File: src/rtl/ps2_cmd_decoder.sv
// PS/2 scan-code command decoder for the music player.
// Pops bytes from the keyboard FIFO, tracks F0/E0 prefixes, drives player
// controls and a small polyphonic note table with key-on/key-off events.
module ps2_cmd_decoder #(
   parameter int NUM_VOICES = 4,
   parameter int VOL_W      = 5,
   parameter int VOL_MAX    = 16,
   parameter int VOL_INIT   = 4,
   parameter int NUM_MODES  = 3
) (
   input  logic                    clk,
   input  logic                    rst,
   input  logic [7:0]              data,
   input  logic                    ready,
   output logic                    nextdata_n,
   output logic                    start,
   output logic [1:0]              mode,
   output logic                    next_pulse,
   output logic                    restart_pulse,
   output logic [VOL_W-1:0]        vol,
   output logic [NUM_VOICES-1:0]   voice_on,
   output logic [4*NUM_VOICES-1:0] voice_note,
   output logic                    note_evt,
   output logic                    note_evt_on,
   output logic [3:0]              note_evt_code
);

   localparam int PTR_W = (NUM_VOICES > 1) ? $clog2(NUM_VOICES) : 1;

   typedef enum logic [1:0] {S_IDLE, S_BRK, S_EXT, S_EXT_BRK} state_t;

   state_t                  state, state_nx;
   logic [PTR_W-1:0]        steal_ptr, steal_ptr_nx;
   logic                    nextdata_n_nx, start_nx, next_nx, restart_nx;
   logic [1:0]              mode_nx;
   logic [VOL_W-1:0]        vol_nx;
   logic [NUM_VOICES-1:0]   voice_on_nx;
   logic [4*NUM_VOICES-1:0] voice_note_nx;
   logic                    evt_nx, evt_on_nx;
   logic [3:0]              evt_code_nx;

   logic                    consume, do_make, do_break, do_ext;
   logic [3:0]              note;
   logic                    hit, free;
   logic [PTR_W-1:0]        hit_idx, free_idx;

   // Scan code to note number; 0 means "not a note key".
   function automatic logic [3:0] note_of(input logic [7:0] code);
      case (code)
         8'h15: note_of = 4'd1;
         8'h1D: note_of = 4'd2;
         8'h24: note_of = 4'd3;
         8'h2D: note_of = 4'd4;
         8'h2C: note_of = 4'd5;
         8'h35: note_of = 4'd6;
         8'h3C: note_of = 4'd7;
         8'h1C: note_of = 4'd8;
         8'h1B: note_of = 4'd9;
         8'h23: note_of = 4'd10;
         8'h2B: note_of = 4'd11;
         8'h34: note_of = 4'd12;
         8'h33: note_of = 4'd13;
         8'h3B: note_of = 4'd14;
         default: note_of = 4'd0;
      endcase
   endfunction

   // Slot lookup: which slot already holds this note, and the lowest free slot.
   always_comb begin
      note     = note_of(data);
      hit      = 1'b0;
      hit_idx  = '0;
      free     = 1'b0;
      free_idx = '0;
      for (int i = 0; i < NUM_VOICES; i++) begin
         if (voice_on[i] && voice_note[4*i +: 4] == note) begin
            hit     = 1'b1;
            hit_idx = PTR_W'(i);
         end
      end
      for (int i = NUM_VOICES - 1; i >= 0; i--) begin
         if (!voice_on[i]) begin
            free     = 1'b1;
            free_idx = PTR_W'(i);
         end
      end
   end

   // Parser next state and next values of every registered output.
   always_comb begin
      state_nx      = state;
      steal_ptr_nx  = steal_ptr;
      start_nx      = start;
      mode_nx       = mode;
      vol_nx        = vol;
      voice_on_nx   = voice_on;
      voice_note_nx = voice_note;
      next_nx       = 1'b0;
      restart_nx    = 1'b0;
      evt_nx        = 1'b0;
      evt_on_nx     = 1'b0;
      evt_code_nx   = 4'd0;
      do_make       = 1'b0;
      do_break      = 1'b0;
      do_ext        = 1'b0;

      // The pop cycle itself (nextdata_n low) never consumes, so each byte is taken once.
      consume       = ready && nextdata_n;
      nextdata_n_nx = !consume;

      if (consume) begin
         case (state)
            S_IDLE: begin
               if (data == 8'hF0)      state_nx = S_BRK;
               else if (data == 8'hE0) state_nx = S_EXT;
               else                    do_make  = 1'b1;
            end
            S_BRK: begin
               if (data != 8'hF0) begin
                  do_break = 1'b1;
                  state_nx = S_IDLE;
               end
            end
            S_EXT: begin
               if (data == 8'hF0) state_nx = S_EXT_BRK;
               else if (data != 8'hE0) begin
                  do_ext   = 1'b1;
                  state_nx = S_IDLE;
               end
            end
            default: state_nx = S_IDLE;  // extended break: byte discarded
         endcase
      end

      if (do_make) begin
         case (data)
            8'h5A: start_nx = !start;
            8'h16: if (0 < NUM_MODES) mode_nx = 2'd0;
            8'h1E: if (1 < NUM_MODES) mode_nx = 2'd1;
            8'h26: if (2 < NUM_MODES) mode_nx = 2'd2;
            default: begin
               // A held note repeating (typematic) is silent; otherwise allocate or steal.
               if (note != 4'd0 && !hit) begin
                  evt_nx      = 1'b1;
                  evt_on_nx   = 1'b1;
                  evt_code_nx = note;
                  if (free) begin
                     voice_on_nx[free_idx]                     = 1'b1;
                     voice_note_nx[4*int'(free_idx) +: 4]      = note;
                  end else begin
                     voice_on_nx[steal_ptr]                    = 1'b1;
                     voice_note_nx[4*int'(steal_ptr) +: 4]     = note;
                     steal_ptr_nx = (steal_ptr == PTR_W'(NUM_VOICES - 1)) ? '0
                                                                          : steal_ptr + 1'b1;
                  end
               end
            end
         endcase
      end

      if (do_break && note != 4'd0 && hit) begin
         voice_on_nx[hit_idx]                = 1'b0;
         voice_note_nx[4*int'(hit_idx) +: 4] = 4'd0;
         evt_nx      = 1'b1;
         evt_on_nx   = 1'b0;
         evt_code_nx = note;
      end

      if (do_ext) begin
         case (data)
            8'h75: if (vol != '0) vol_nx = vol - 1'b1;
            8'h72: if (vol < VOL_W'(VOL_MAX)) vol_nx = vol + 1'b1;
            8'h74: next_nx = 1'b1;
            8'h6B: restart_nx = 1'b1;
            default: ;
         endcase
      end
   end

   // State and output registers; reset overrides any byte in flight.
   always_ff @(posedge clk) begin
      if (rst) begin
         state         <= S_IDLE;
         steal_ptr     <= '0;
         nextdata_n    <= 1'b1;
         start         <= 1'b0;
         mode          <= 2'd1;
         vol           <= VOL_W'(VOL_INIT);
         voice_on      <= '0;
         voice_note    <= '0;
         next_pulse    <= 1'b0;
         restart_pulse <= 1'b0;
         note_evt      <= 1'b0;
         note_evt_on   <= 1'b0;
         note_evt_code <= 4'd0;
      end else begin
         state         <= state_nx;
         steal_ptr     <= steal_ptr_nx;
         nextdata_n    <= nextdata_n_nx;
         start         <= start_nx;
         mode          <= mode_nx;
         vol           <= vol_nx;
         voice_on      <= voice_on_nx;
         voice_note    <= voice_note_nx;
         next_pulse    <= next_nx;
         restart_pulse <= restart_nx;
         note_evt      <= evt_nx;
         note_evt_on   <= evt_on_nx;
         note_evt_code <= evt_code_nx;
      end
   end

endmodule

File: config.mk
export PLATFORM = sky130hd
export DESIGN_NAME = ps2_cmd_decoder
export DESIGN_NICKNAME = d
export VERILOG_FILES = /design/src/rtl/ps2_cmd_decoder.sv
export SDC_FILE = /design/constraint.sdc
export NUM_CORES = 1
export LEC_CHECK = 0
export CELL_PAD_IN_SITES_DETAIL_PLACEMENT = 1
export CELL_PAD_IN_SITES_GLOBAL_PLACEMENT = 1
export CORE_ASPECT_RATIO = 1.5
export CORE_MARGIN = 1.5
export CORE_UTILIZATION = 37
export CTS_CLUSTER_SIZE = 14
export DETAILED_ROUTE_END_ITERATION = 8
export PLACE_DENSITY = 0.82
export RECOVER_POWER = 50
export SLEW_MARGIN = 20
export SYNTH_ARGS = -nofsm -noshare
export SYNTH_HDL_FRONTEND = slang
export SYNTH_SLANG_ARGS = --single-unit
File: constraint.sdc
create_clock -name clk -period 2.6 [get_ports clk]
set_input_delay 0.26 -clock clk [delete_from_list [all_inputs] [get_ports clk]]
set_output_delay 0.26 -clock clk [all_outputs]
set_load 0.02 [all_outputs]
## After elaboration in Yosys (flattened, before gate mapping)

Memories as Yosys holds them, arrays and structs flattened.
Index checks and enable logic that the tools add are counted.

- Memories kept: 1
- Input port bits: 11
- Output and inout bits: 37
- Memory bits (read-only): 256
- Bits in registers: 41

- Bitwise logic cells: 7
- Shift operators: 6
- Add/sub/neg operators: 6
- Equality and inequality tests: 24
- Reduce and logical (&&, ||, !) cells: 28
- Muxes and demuxes: 67
- $lt $le $gt $ge: 7

Memory list:

| name | words | width | rd ports | clocked after Yosys merged registers in | wr ports | line | RTL |
|---|---|---|---|---|---|---|---|
| (name not given) | 64 | 4 | 1 | 0 | 0 | 49 | `case (code)` |

Operators with widths:

| kind | number |
|---|---|
| $neg A4 Y33 | 3 |
| $shift A4 B33 Y16 const A | 3 |
| $mux W16 | 5 |
| $shiftx A4 B33 Y16 | 2 |
| $bwmux W16 | 3 |
| $eq A8 B7 Y1 const B | 5 |
| $mux W4 | 10 |
| $shiftx A4 B33 Y16 const A | 1 |
| $mux W1 | 29 |
| $mux W2 | 12 |
| $eq A4 B4 Y1 | 4 |
| $eq A8 B5 Y1 const B | 2 |
| $eq A8 B8 Y1 const B | 2 |
| $ne A8 B8 Y1 const B | 2 |
| $pmux W2 S3 | 2 |
| $reduce_and A4 Y1 | 3 |
| $logic_and A1 B1 Y1 | 11 |
| $mux W5 | 2 |
| $pmux W5 S2 | 1 |
| $lt A2 B3 Y1 const B | 3 |
| $eq A8 B6 Y1 const B | 1 |
| $or A4 B4 Y4 | 2 |
| $demux W1 S2 | 3 |
| $ge A2 B1 Y1 const B | 3 |
| other kinds (20) | 31 |

## Logic depth before layout (Yosys ltp)

Gate-level depths: netlist (run 1).

- Depth after elaboration: 15
- Gate-level depth with buffers: 12

## Least setup slack after synthesis (run 1)

No wires, ideal clock.

- Path type: in2reg
- Start: input data[3]
- End: register voice_note[12]
- Required time: 2.479 ns
- Library setup time: 0.121 ns
- Slack: 0.057 ns
- Stages on the path: 11
- Path buffers: 3
- Arrival time: 2.422 ns
- Cells stage by stage: buf_4 > nand2b_1 > a21bo_4 > a211o_1 > o221ai_1 > nor3_2 > or4_1 > buf_4 > buf_6 > o21ai_1 > a21oi_1

- Cells in the longest elaborated chain, start to end: 15
- Elaborated cells on any way between the ends: 50

Ends and longest elaborated chain:

| item | line | RTL |
|---|---|---|
| start, declared | 13 | `input logic [7:0] data,` |
| branches (longest 14 deep; another with $neg A4 Y33) | n/a |  |
| $mux W16 (*) | 161 | `if (do_break && note != 4'd0 && hit) begin` |
| end signal, assigned | 204 | `voice_note <= voice_note_nx;` |
| end, declared | 22 | `output logic [4*NUM_VOICES-1:0] voice_note,` |

Every way passes the cells marked *.
A chain may end at the register's enable or synchronous reset.

## Final worst setup path (run 1)

- Start: input data[3]
- End: register voice_note[13]

The elaborated chain is that of the path after synthesis.

==> reports/metrics.cfg, run 1 <==
[hold_path]
min_path_type = in -> reg
worstHoldStart = data[6]
timing.hold.worst_path_depth = 3
worstHoldEndpoint = restart_pulse$_SDFF_PP0_

[critical_path]
critical_path_start_end_classification = in -> reg
end_kind = flip-flop
cpPeakStageDelay_ps = 570
worstReg2RegEnd = voice_note[8]$_SDFF_PP0_
reg2reg_slack_ps = -50
cp.required_ps = 2760
arrival_ps = 2860
worst_setup_path_startpoint = data[3]
slowest_stage = sky130_fd_sc_hd__or4_4
critical_path.n_buffers_inverters = 4
worstPathCellList = buf_2 -> buf_4 -> a21o_1 -> o211ai_1 -> buf_4 -> a31o_4 -> xnor2_1 -> nor4_4 -> or4_4 -> clkbuf_16 -> o21ai_1 -> a21oi_1
path_common_cell = sky130_fd_sc_hd__buf_4
cp_max_fo = 8
critical_path.startpoint_type = primary input
ff2ff_path_depth = 10
crit_family = compound AO/OA/AOI/OAI gates
r2r-start = voice_on[2]$_SDFF_PP0_

[logic_synthesis]
ys_seq_elements = 41
synthArstFlopShare = 0
post_synth_num_cell_types = 66
netlist_top_cells_count = sky130_fd_sc_hd__a21oi_1 (64), sky130_fd_sc_hd__dfxtp_1 (41), sky130_fd_sc_hd__nor2_1 (22)
synthTopCellsByArea = sky130_fd_sc_hd__dfxtp_1 (25%), sky130_fd_sc_hd__a21oi_1 (9.8%), sky130_fd_sc_hd__ha_1 (6.1%)
area_leader_netlist = sky130_fd_sc_hd__dfxtp_1
synth_flop_cell = sky130_fd_sc_hd__dfxtp_1
synthMostInstantiatedCell = sky130_fd_sc_hd__a21oi_1
synthesis.nets = 437
synthesis.instances = 409
yosysWarningCount = 0
post-synth-top-area-fraction = 0.2510
synth_seq_area_share = 0.2510
synth_edf_count = 0
synthesis.area_per_instance_um2 = 7.997
mappedNetlistArea_um2 = 3271

[floorplanning]
rows = 41
initial_utilization = 0.3841
die_w_um = 79.77
die-area_um2 = 9424
floorplan.io_pins = 48
chipHeight_um = 118.2
core-area_um2 = 8516

[pwr]
max-vdd-ir-drop_mv = 0.3487
static-leakage-power_uw = 0.001920
pwr_density_cell_nw_per_um2 = 337.5

[routing]
post_drt_wl_per_cell_um = 24.99
drt_wl_total_um = 15840
detailedRoute.firstPassIterationCount = 5
detail_route.drc_violations = 0
drt.antenna.violating_nets = 0
number_of_vias_after_detailed_routing = 4147
route.detailed.vias_per_inst = 6.541
drtIter0Drc = 372

[clocking]
tritoncts = yes
insertion_delay_ps = 290
cts-root-buf = sky130_fd_sc_hd__clkbuf_16
tritoncts.num_buffers = 5
cts-root-to-sink-buffers = 2
tritoncts_num_sinks = 41
cts_htree_levels = 2
clkTransAtPathRegs_ps = 60

[sta]
timing.final.hold_violations = 0
slew_headroom = 0.5065
fin_ws_ps = -99.15
setup_violations = 21
worst_tran_pin_value_ps = 737.8
finClkSkew_ps = 4.455
fmax_mhz = 370.5
report.final.slew_viol_count = 0
final.setup.tns_ps = -901.4
period_utilization_post_route = 1.038
min_period_ps = 2699

[global_routing]
grt_pass1_wl_um = 22410
antenna_found_initial = 0
globalRouteMet3Util = 0.03861
globalRouteMet1Util = 0.3094
grt-ovfl-total = 0
grt_max_degree = 37
via_count_of_the_first_global_routing_pass = 4262
grt_util_met2 = 0.5620
globalRoute.busiestLayer = met2
grt_util_all_layers = 0.3082

[placed_design]
detail_placement_hpwl_um = 9783
dp_worst_setup_slack_ps = -865.2
io_buffers = 47
finalWeightedCongestion = 0.9337

[status]
violations = setup timing
outcome = finished with violations

[finish]
synthToLayoutAreaGrowth_pct = 46.63
net_total_in_the_final_layout = 555
num_antenna_cells = 0
post-route-util = 0.5632
layout-drive-gt1-share = 0.3017

[flow_run]
max_capacitance_violation_total = 0

state kept, by name (all words and copies together), names as in the netlist, 2 cells and up:
register and count:
state 2, note_evt_code 4, vol 5, steal_ptr 2
voice_note 16, mode 2, voice_on 4
power by group:
part           leakage [µW]  total (µW)  switching [µW]  internal [µW]
clock network     0.0000690         638             261            377
logic               0.00152         343             202            142
registers          0.000331         637            5.07            632
cells by family after synthesis:
family                   share of synthesized area
AO/OA/AOI/OAI                               0.2904
XOR/XNOR                                   0.03979
adder cells (fa/ha/maj)                    0.06733
buffers and inverters                      0.05815
flip-flops                                  0.2510
multiplexers                              0.007650
AND/OR/NAND/NOR                             0.2858
through the flow:
step	cell area, µm²	hold WS [ps]	power [µW]	cells
2_1_floorplan	3271	426.9	792.9	409
3_3_place_gp	4347	460.8	906.7	616
3_5_place_dp	4347	478.5	918.9	616
4_1_cts	4677	489.0	1574	630
5_1_grt	4796	418.8	1655	634
6_report	4796	389.4	1618	634
per-layer routing:
layer	up-vias	part of all wire
li1	1775	-
met1	2021	0.33
met2	254	0.53
met3	97	0.050
met4	0	0.085
met5	-	0
layout by cell type, fill, tap and decap left out, types with 5 or more instances in the layout:
cell | netlist | final
sky130_fd_sc_hd__a21o_1 | 5 | 5
sky130_fd_sc_hd__a21oi_1 | 64 | 61
sky130_fd_sc_hd__a221oi_1 | 12 | 12
sky130_fd_sc_hd__a311oi_1 | 5 | 5
sky130_fd_sc_hd__buf_4 | 6 | 82
sky130_fd_sc_hd__clkbuf_16 | 0 | 6
sky130_fd_sc_hd__dfxtp_1 | 41 | 40
sky130_fd_sc_hd__dlygate4sd3_1 | 0 | 35
sky130_fd_sc_hd__ha_1 | 16 | 16
sky130_fd_sc_hd__inv_1 | 15 | 14
sky130_fd_sc_hd__nand2_1 | 21 | 20
sky130_fd_sc_hd__nand2b_1 | 8 | 8
sky130_fd_sc_hd__nand3_1 | 20 | 20
sky130_fd_sc_hd__nor2_1 | 22 | 20
sky130_fd_sc_hd__nor2b_1 | 19 | 18
sky130_fd_sc_hd__nor3_1 | 7 | 6
sky130_fd_sc_hd__o21ai_0 | 7 | 7
sky130_fd_sc_hd__o21ai_1 | 16 | 10
sky130_fd_sc_hd__o21ai_2 | 0 | 6
sky130_fd_sc_hd__or3_1 | 6 | 5
sky130_fd_sc_hd__xnor2_1 | 7 | 5
how the worst max path moves through the flow:
stage / end / depth (start not counted) / slack (ps)
floorplan: voice_note[12]$_SDFF_PP0_ / 11 / 60
global placement: voice_on[3]$_SDFF_PP0_ / 11 / -600
detailed placement: voice_note[3]$_SDFF_PP0_ / 10 / -870
CTS: voice_note[7]$_SDFF_PP0_ / 12 / 4
global route: voice_note[13]$_SDFF_PP0_ / 12 / -140
finish: voice_note[13]$_SDFF_PP0_ / 12 / -100
worst min-delay path: stages:
cell and delay, ps:
sky130_fd_sc_hd__clkbuf_2 140, sky130_fd_sc_hd__nand3b_1 150, sky130_fd_sc_hd__nor4b_1 80
repair_timing:
action	in CTS	in global routing
cloned	1	1
setup buffers	6	4
pin swaps	11	8
resized for setup	46	39
hold buffers	0	0
endpoints found under the setup margin	30	30
layout make-up:
| class | instances | area, µm² |
|---|---|---|
| multi-input cells | 328 | 2476 |
| fillers | 1060 | 3720 |
| inverters | 15 | 56.30 |
| repair buffers | 136 | 1161 |
| clock inverters | 1 | 7.507 |
| flip-flops and latches | 41 | 822.0 |
| well taps | 107 | 133.9 |
| clock buffers | 6 | 138.9 |
No activity file was read; power rests on OpenSTA's default activity.
==> run 2, diff against run 1 <==
--- a/config.mk
+++ b/config.mk
@@ -10,6 +10,7 @@
 export CORE_ASPECT_RATIO = 1.5
 export CORE_MARGIN = 1.5
 export CORE_UTILIZATION = 37
+export CTS_CLUSTER_DIAMETER = 120
 export CTS_CLUSTER_SIZE = 14
 export DETAILED_ROUTE_END_ITERATION = 8
 export PLACE_DENSITY = 0.82
==> results of run 2 <==
Final layout, timing and power as in run 1 (identical DEF).
